**src/rtl/bch15_7_decode_ctrl.sv**
```systemverilog
// BCH(15,7) t=2 decoder over GF(16), x^4+x+1: serial syndromes,
// Peterson locator solve, serial Chien search, valid/ready on both sides.
module bch15_7_decode_ctrl #(
    parameter bit SKIP_CLEAN = 1'b0
) (
    input  logic        clk,
    input  logic        rst,
    input  logic        in_valid,
    output logic        in_ready,
    input  logic [14:0] in_cw,
    output logic        out_valid,
    input  logic        out_ready,
    output logic [14:0] out_cw,
    output logic [6:0]  out_msg,
    output logic [1:0]  err_count,
    output logic        uncorr,
    output logic [3:0]  syn_s1,
    output logic [3:0]  syn_s3
);

    typedef enum logic [2:0] {IDLE, SYND, SOLVE, CHIEN, OUT} state_t;

    state_t      state, next;
    logic [3:0]  cnt;
    logic [14:0] raw, work;
    logic [3:0]  s1, s3, t1, t2;
    logic [1:0]  deg, roots;

    function automatic logic [3:0] gf_mul(input logic [3:0] a, input logic [3:0] b);
        logic [3:0] p;
        logic [3:0] x;
        p = 4'h0;
        x = a;
        for (int k = 0; k < 4; k++) begin
            if (b[k]) p = p ^ x;
            x = {x[2:0], 1'b0} ^ (x[3] ? 4'h3 : 4'h0);
        end
        return p;
    endfunction

    function automatic logic [3:0] gf_inv(input logic [3:0] a);
        logic [3:0] r;
        case (a)
            4'h1: r = 4'h1;  4'h2: r = 4'h9;  4'h3: r = 4'hE;  4'h4: r = 4'hD;
            4'h5: r = 4'hB;  4'h6: r = 4'h7;  4'h7: r = 4'h6;  4'h8: r = 4'hF;
            4'h9: r = 4'h2;  4'hA: r = 4'hC;  4'hB: r = 4'h5;  4'hC: r = 4'hA;
            4'hD: r = 4'h4;  4'hE: r = 4'h3;  4'hF: r = 4'h8;
            default: r = 4'h0;
        endcase
        return r;
    endfunction

    logic        bit_in, clean, s1z_bad, single, hit, chien_ok, last, skip_out;
    logic [3:0]  s1_cube, sig2_calc;
    logic [1:0]  roots_final;
    logic [14:0] work_flip;

    always_comb begin
        bit_in      = raw[4'd14 - cnt];
        last        = (cnt == 4'd14);
        s1_cube     = gf_mul(gf_mul(s1, s1), s1);
        sig2_calc   = gf_mul(s3, gf_inv(s1)) ^ gf_mul(s1, s1);
        clean       = (s1 == 4'h0) && (s3 == 4'h0);
        s1z_bad     = (s1 == 4'h0) && (s3 != 4'h0);
        single      = (s1 != 4'h0) && (s3 == s1_cube);
        skip_out    = s1z_bad || (SKIP_CLEAN && clean);
        hit         = ((4'h1 ^ t1 ^ t2) == 4'h0);
        roots_final = roots + {1'b0, hit};
        chien_ok    = (roots_final == deg);
        work_flip   = work ^ (hit ? (15'd1 << cnt) : 15'd0);
    end

    always_ff @(posedge clk) begin
        if (rst) state <= IDLE;
        else     state <= next;
    end

    always_comb begin
        next = state;
        unique case (state)
            IDLE:    if (in_valid) next = SYND;
            SYND:    if (last) next = SOLVE;
            SOLVE:   next = skip_out ? OUT : CHIEN;
            CHIEN:   if (last) next = OUT;
            OUT:     if (out_ready) next = IDLE;
            default: next = IDLE;
        endcase
    end

    always_comb begin
        in_ready  = (state == IDLE);
        out_valid = (state == OUT);
    end

    assign out_msg = out_cw[14:8];

    always_ff @(posedge clk) begin
        if (rst) begin
            cnt       <= 4'd0;
            raw       <= 15'd0;
            work      <= 15'd0;
            s1        <= 4'h0;
            s3        <= 4'h0;
            t1        <= 4'h0;
            t2        <= 4'h0;
            deg       <= 2'd0;
            roots     <= 2'd0;
            out_cw    <= 15'd0;
            err_count <= 2'd0;
            uncorr    <= 1'b0;
            syn_s1    <= 4'h0;
            syn_s3    <= 4'h0;
        end else begin
            unique case (state)
                IDLE: if (in_valid) begin
                    raw  <= in_cw;
                    work <= in_cw;
                    s1   <= 4'h0;
                    s3   <= 4'h0;
                    cnt  <= 4'd0;
                end
                SYND: begin
                    s1  <= gf_mul(s1, 4'h2) ^ {3'b000, bit_in};
                    s3  <= gf_mul(s3, 4'h8) ^ {3'b000, bit_in};
                    cnt <= last ? 4'd0 : cnt + 4'd1;
                end
                SOLVE: begin
                    t1    <= clean ? 4'h0 : s1;
                    t2    <= (clean || single) ? 4'h0 : sig2_calc;
                    deg   <= clean ? 2'd0 : (single ? 2'd1 : 2'd2);
                    roots <= 2'd0;
                    cnt   <= 4'd0;
                    if (skip_out) begin
                        out_cw    <= raw;
                        err_count <= 2'd0;
                        uncorr    <= s1z_bad;
                        syn_s1    <= s1;
                        syn_s3    <= s3;
                    end
                end
                CHIEN: begin
                    // terms step by alpha^-1 (0x9) and alpha^-2 (0xD)
                    work  <= work_flip;
                    roots <= roots_final;
                    t1    <= gf_mul(t1, 4'h9);
                    t2    <= gf_mul(t2, 4'hD);
                    cnt   <= last ? 4'd0 : cnt + 4'd1;
                    if (last) begin
                        out_cw    <= chien_ok ? work_flip : raw;
                        err_count <= chien_ok ? roots_final : 2'd0;
                        uncorr    <= !chien_ok;
                        syn_s1    <= s1;
                        syn_s3    <= s3;
                    end
                end
                OUT: ;
                default: ;
            endcase
        end
    end

endmodule

```
**config.mk**
```make
export PLATFORM = sky130hd
export DESIGN_NAME = bch15_7_decode_ctrl
export DESIGN_NICKNAME = d
export VERILOG_FILES = /design/src/rtl/bch15_7_decode_ctrl.sv
export SDC_FILE = /design/constraint.sdc
export NUM_CORES = 1
export LEC_CHECK = 0
export BUFFER_PORTS_ARGS = -buffer_cell sky130_fd_sc_hd__buf_4
export CAP_MARGIN = 10
export CORE_ASPECT_RATIO = 1.1
export CORE_UTILIZATION = 51
export CTS_CLUSTER_DIAMETER = 150
export DETAILED_ROUTE_END_ITERATION = 10
export GPL_TIMING_DRIVEN = 0
export PLACE_DENSITY_LB_ADDON = 0.1
export RECOVER_POWER = 25
export SYNTH_ARGS = -nofsm -noshare
export SYNTH_HDL_FRONTEND = slang
export SYNTH_SLANG_ARGS = --single-unit
export TNS_END_PERCENT = 10
```
**constraint.sdc**
```tcl
create_clock -name clk -period 4.2 [get_ports clk]
set_input_delay 1.05 -clock clk [delete_from_list [all_inputs] [get_ports clk]]
set_output_delay 1.05 -clock clk [all_outputs]
set_load 0.05 [all_outputs]
```
==> impl_metrics.json <==
{
  "yosys_register_bits": 87,
  "layout_commonest_cell": "dfxtp_1",
  "dp_hpwl_um": 10800,
  "p_sw_mw": 0.457,
  "dieHeight_um": 107,
  "setup.worst_path.start_class": "flop",
  "pwr-share-comb_pct": 10.5,
  "pwr_density_cell_mw_per_mm2": 298,
  "ys_seq_area_share_pct": 34.1,
  "min_path_cells": 2,
  "ys_warn_count": 0,
  "core_mm2": 0.00954,
  "gr-usage-all-layers_pct": 28.9,
  "holdPathEnd": "out_cw[3]",
  "start_util_pct": 53.6,
  "ios": 54,
  "grt_pass1_vias": 4784,
  "min-delay-start": "out_cw[3]",
  "path_clk_slew_ns": 0.09,
  "leakagePower_nw": 2.23,
  "power_mw": 1.73,
  "numCtsBuffers": 9,
  "routed_wl_um": 14700,
  "layout.nets": 739,
  "netSwitchingFraction_pct": 26.4,
  "finalCriticalPeriod_ns": 3.97,
  "setup_viol": 0,
  "clkPwrFrac_pct": 39.1,
  "area_growth_pct": 13.4,
  "synth_area_leaders": "dfxtp_1 34%, a21oi_1 6.6%, nand2_1 6.2%, nor2_1 5.9%, xor2_1 5.3%",
  "drc_errors": 0,
  "min_period_over_period_pct": 94.6,
  "grt_pass1_wl_um": 23700,
  "pwr-share-seq_pct": 50.4,
  "fillers": 900,
  "clock_path_buffers": 2,
  "cap_violations": 0,
  "first_iter_violations": 268,
  "arrival_ns": 4.28,
  "synth.avg_cell_area_um2": 7.97,
  "cts_num_sinks": 87,
  "final_cell_mix": "87 x dfxtp_1, 84 x nand2_1, 78 x nor2_1",
  "hp-class": "reg -> reg",
  "clk_latency_ns": 0.37,
  "r2r_setup_slack_ns": 0.23,
  "synth_area_mm2": 0.00511,
  "slew_headroom_pct": 41.6,
  "drt_first_pass_iters": 4,
  "maxSlewViolCount": 0,
  "worstReg2RegStart": "t2[0]",
  "diodes": 0,
  "die_w_um": 97.4,
  "synth_cells": 641,
  "synth-edff-count": 0,
  "status": "finished, final reports clean",
  "hold_violations": 0,
  "hold_slack_ns": 0.475,
  "cp_data_required_time_ns": 4.50,
  "rows": 37,
  "synth_top_area_share_pct": 34.1,
  "wl_per_cell_um": 17.8,
  "h-tree-depth": 3,
  "syn-num-nets": 676,
  "grt_overflow": 0,
  "layout-drive-gt1-share_pct": 11.6,
  "worst_r2r_path_depth": 13,
  "cts_root_buffer": "clkbuf_8",
  "tightest_slew_ns": 0.868,
  "vias": 4807,
  "dieArea_mm2": 0.0104,
  "grt_max_degree": 16,
  "gp_congestion": 0.912,
  "clock_skew_ns": 0.00949,
  "r2r-end": "out_cw[12]",
  "post-cts-setup-buffers": 0,
  "dominantRegCellSynth": "dfxtp_1",
  "intPower_mw": 1.27,
  "ir_worst_vdd_v": 0.000248,
  "cts_tree": "yes",
  "end_kind": "flop",
  "fmax_mhz": 252,
  "antenna_found_initial": 0,
  "path_max_fanout": 10,
  "portBuffers": 52,
  "async_flop_share_pct": 0,
  "path_class": "reg -> reg",
  "yosys.area.top_type": "dfxtp_1",
  "ant_nets": 0,
  "viasPerCell": 5.82,
  "synth_cell_types": 63
}
how the worst max path moves through the flow:
stage | start | cells after the start | endpoint | slack (ns)
2_1_floorplan | state[2] | 11 | flop | 0.45
3_3_place_gp | t2[0] | 13 | out_cw[12] | 0.14
3_5_place_dp | t2[0] | 13 | out_cw[12] | 0.07
4_1_cts | t2[0] | 13 | out_cw[12] | 0.03
5_1_grt | t2[0] | 13 | out_cw[12] | -0.04
6_report | t2[0] | 13 | out_cw[12] | 0.23
worst max-delay path, cell delays in order (launching register included):
cell and delay [ns]:
dfxtp_1 0.32, clkbuf_1 0.25, xnor2_1 0.17, nor4_4 0.47, clkbuf_2 0.37, ha_1 0.26, xor2_1 0.24, xor2_1 0.11
nor3_1 0.47, clkbuf_1 0.48, nor2_1 0.08, a211oi_1 0.48, a21oi_1 0.08, nor2_1 0.11
layout make-up:
| type | count | area [um^2] | share of cell area (%) |
|---|---|---|---|
| repair buffers | 52 | 293 | 5.06 |
| multi-input cells | 482 | 3070 | 53.0 |
| clock inverters | 6 | 92.6 | 1.60 |
| clock buffers | 10 | 138 | 2.38 |
| flip-flops and latches | 87 | 1740 | 30.1 |
| plain buffers | 57 | 253 | 4.36 |
| inverters | 15 | 56.3 | 0.972 |
| well taps | 117 | 146 | 2.53 |
logic make-up (layout without fill, tap and decap cells):
kind of cell,after synthesis,count (layout),share of synthesized area [%]
muxes,17,17,4.56
AOI/OAI and AO/OA,158,158,19.9
and+or+nand+nor,232,232,20.4
xor gates and xnor gates,59,59,11.1
adders and majority gates,16,16,3.92
buffers and inverters,72,140,6.03
DFF,87,87,34.1
power groups by stage:
stage                     clock [mW]  sequential (mW)  combinational, mW
after detailed placement           0            0.889              0.177
after CTS                      0.683            0.870              0.178
after global placement             0            0.888              0.174
final                          0.676            0.871              0.181
after global routing           0.722            0.874              0.200
after floorplan                    0            0.882              0.124
sequential cells by signal, indices dropped and copies added, names as in the netlist, 3 cells and up, named ones only:
name and flops:
t1 4, raw 15, state 3, s1 4, t2 4, s3 4, syn_s1 4, work 15
out_cw 15, cnt 4, syn_s3 4
synthesized netlist by cell type (6+ instances only):
library cell / n
dfxtp_1: 87
nand2_1: 84
nor2_1: 80
a21oi_1: 67
clkbuf_1: 45
xor2_1: 31
xnor2_1: 24
nand3_1: 19
a211oi_1: 17
ha_1: 16
a31o_2: 15
inv_1: 15
o21ai_0: 14
mux2i_1: 12
nor2b_1: 9
a22oi_1: 8
buf_4: 7
nor3_1: 6
through the flow:
step	cells	utilization, %	TNS (ns)	cell area [um^2]	setup slack, ns
floorplan	641	-	0	5110	0.451
global placement	810	59.2	0	5640	0.136
detailed placement	810	59.2	0	5640	0.0705
CTS	826	61.6	0	5870	0.0339
global route	826	60.7	-0.0853	5790	-0.0440
finish	826	60.7	0	5790	0.226
repair_timing:
item | 4_1_cts | 5_1_grt
resized for setup | 0 | 5
hold buffers | 0 | 0
hold endpoints to repair | 0 | 0
setup endpoints to repair | 0 | 20
metal layers:
layer / vias to the layer above / global-route usage (%) / part of all wire, %
met5: - / 0 / 0
met4: 0 / 16.1 / 4.5
met3: 40 / 4.04 / 5.0
met2: 158 / 51.0 / 50
met1: 2280 / 33.8 / 40
li1: 2329 / - / -
Note: power is estimated with default switching activity, not from simulation.
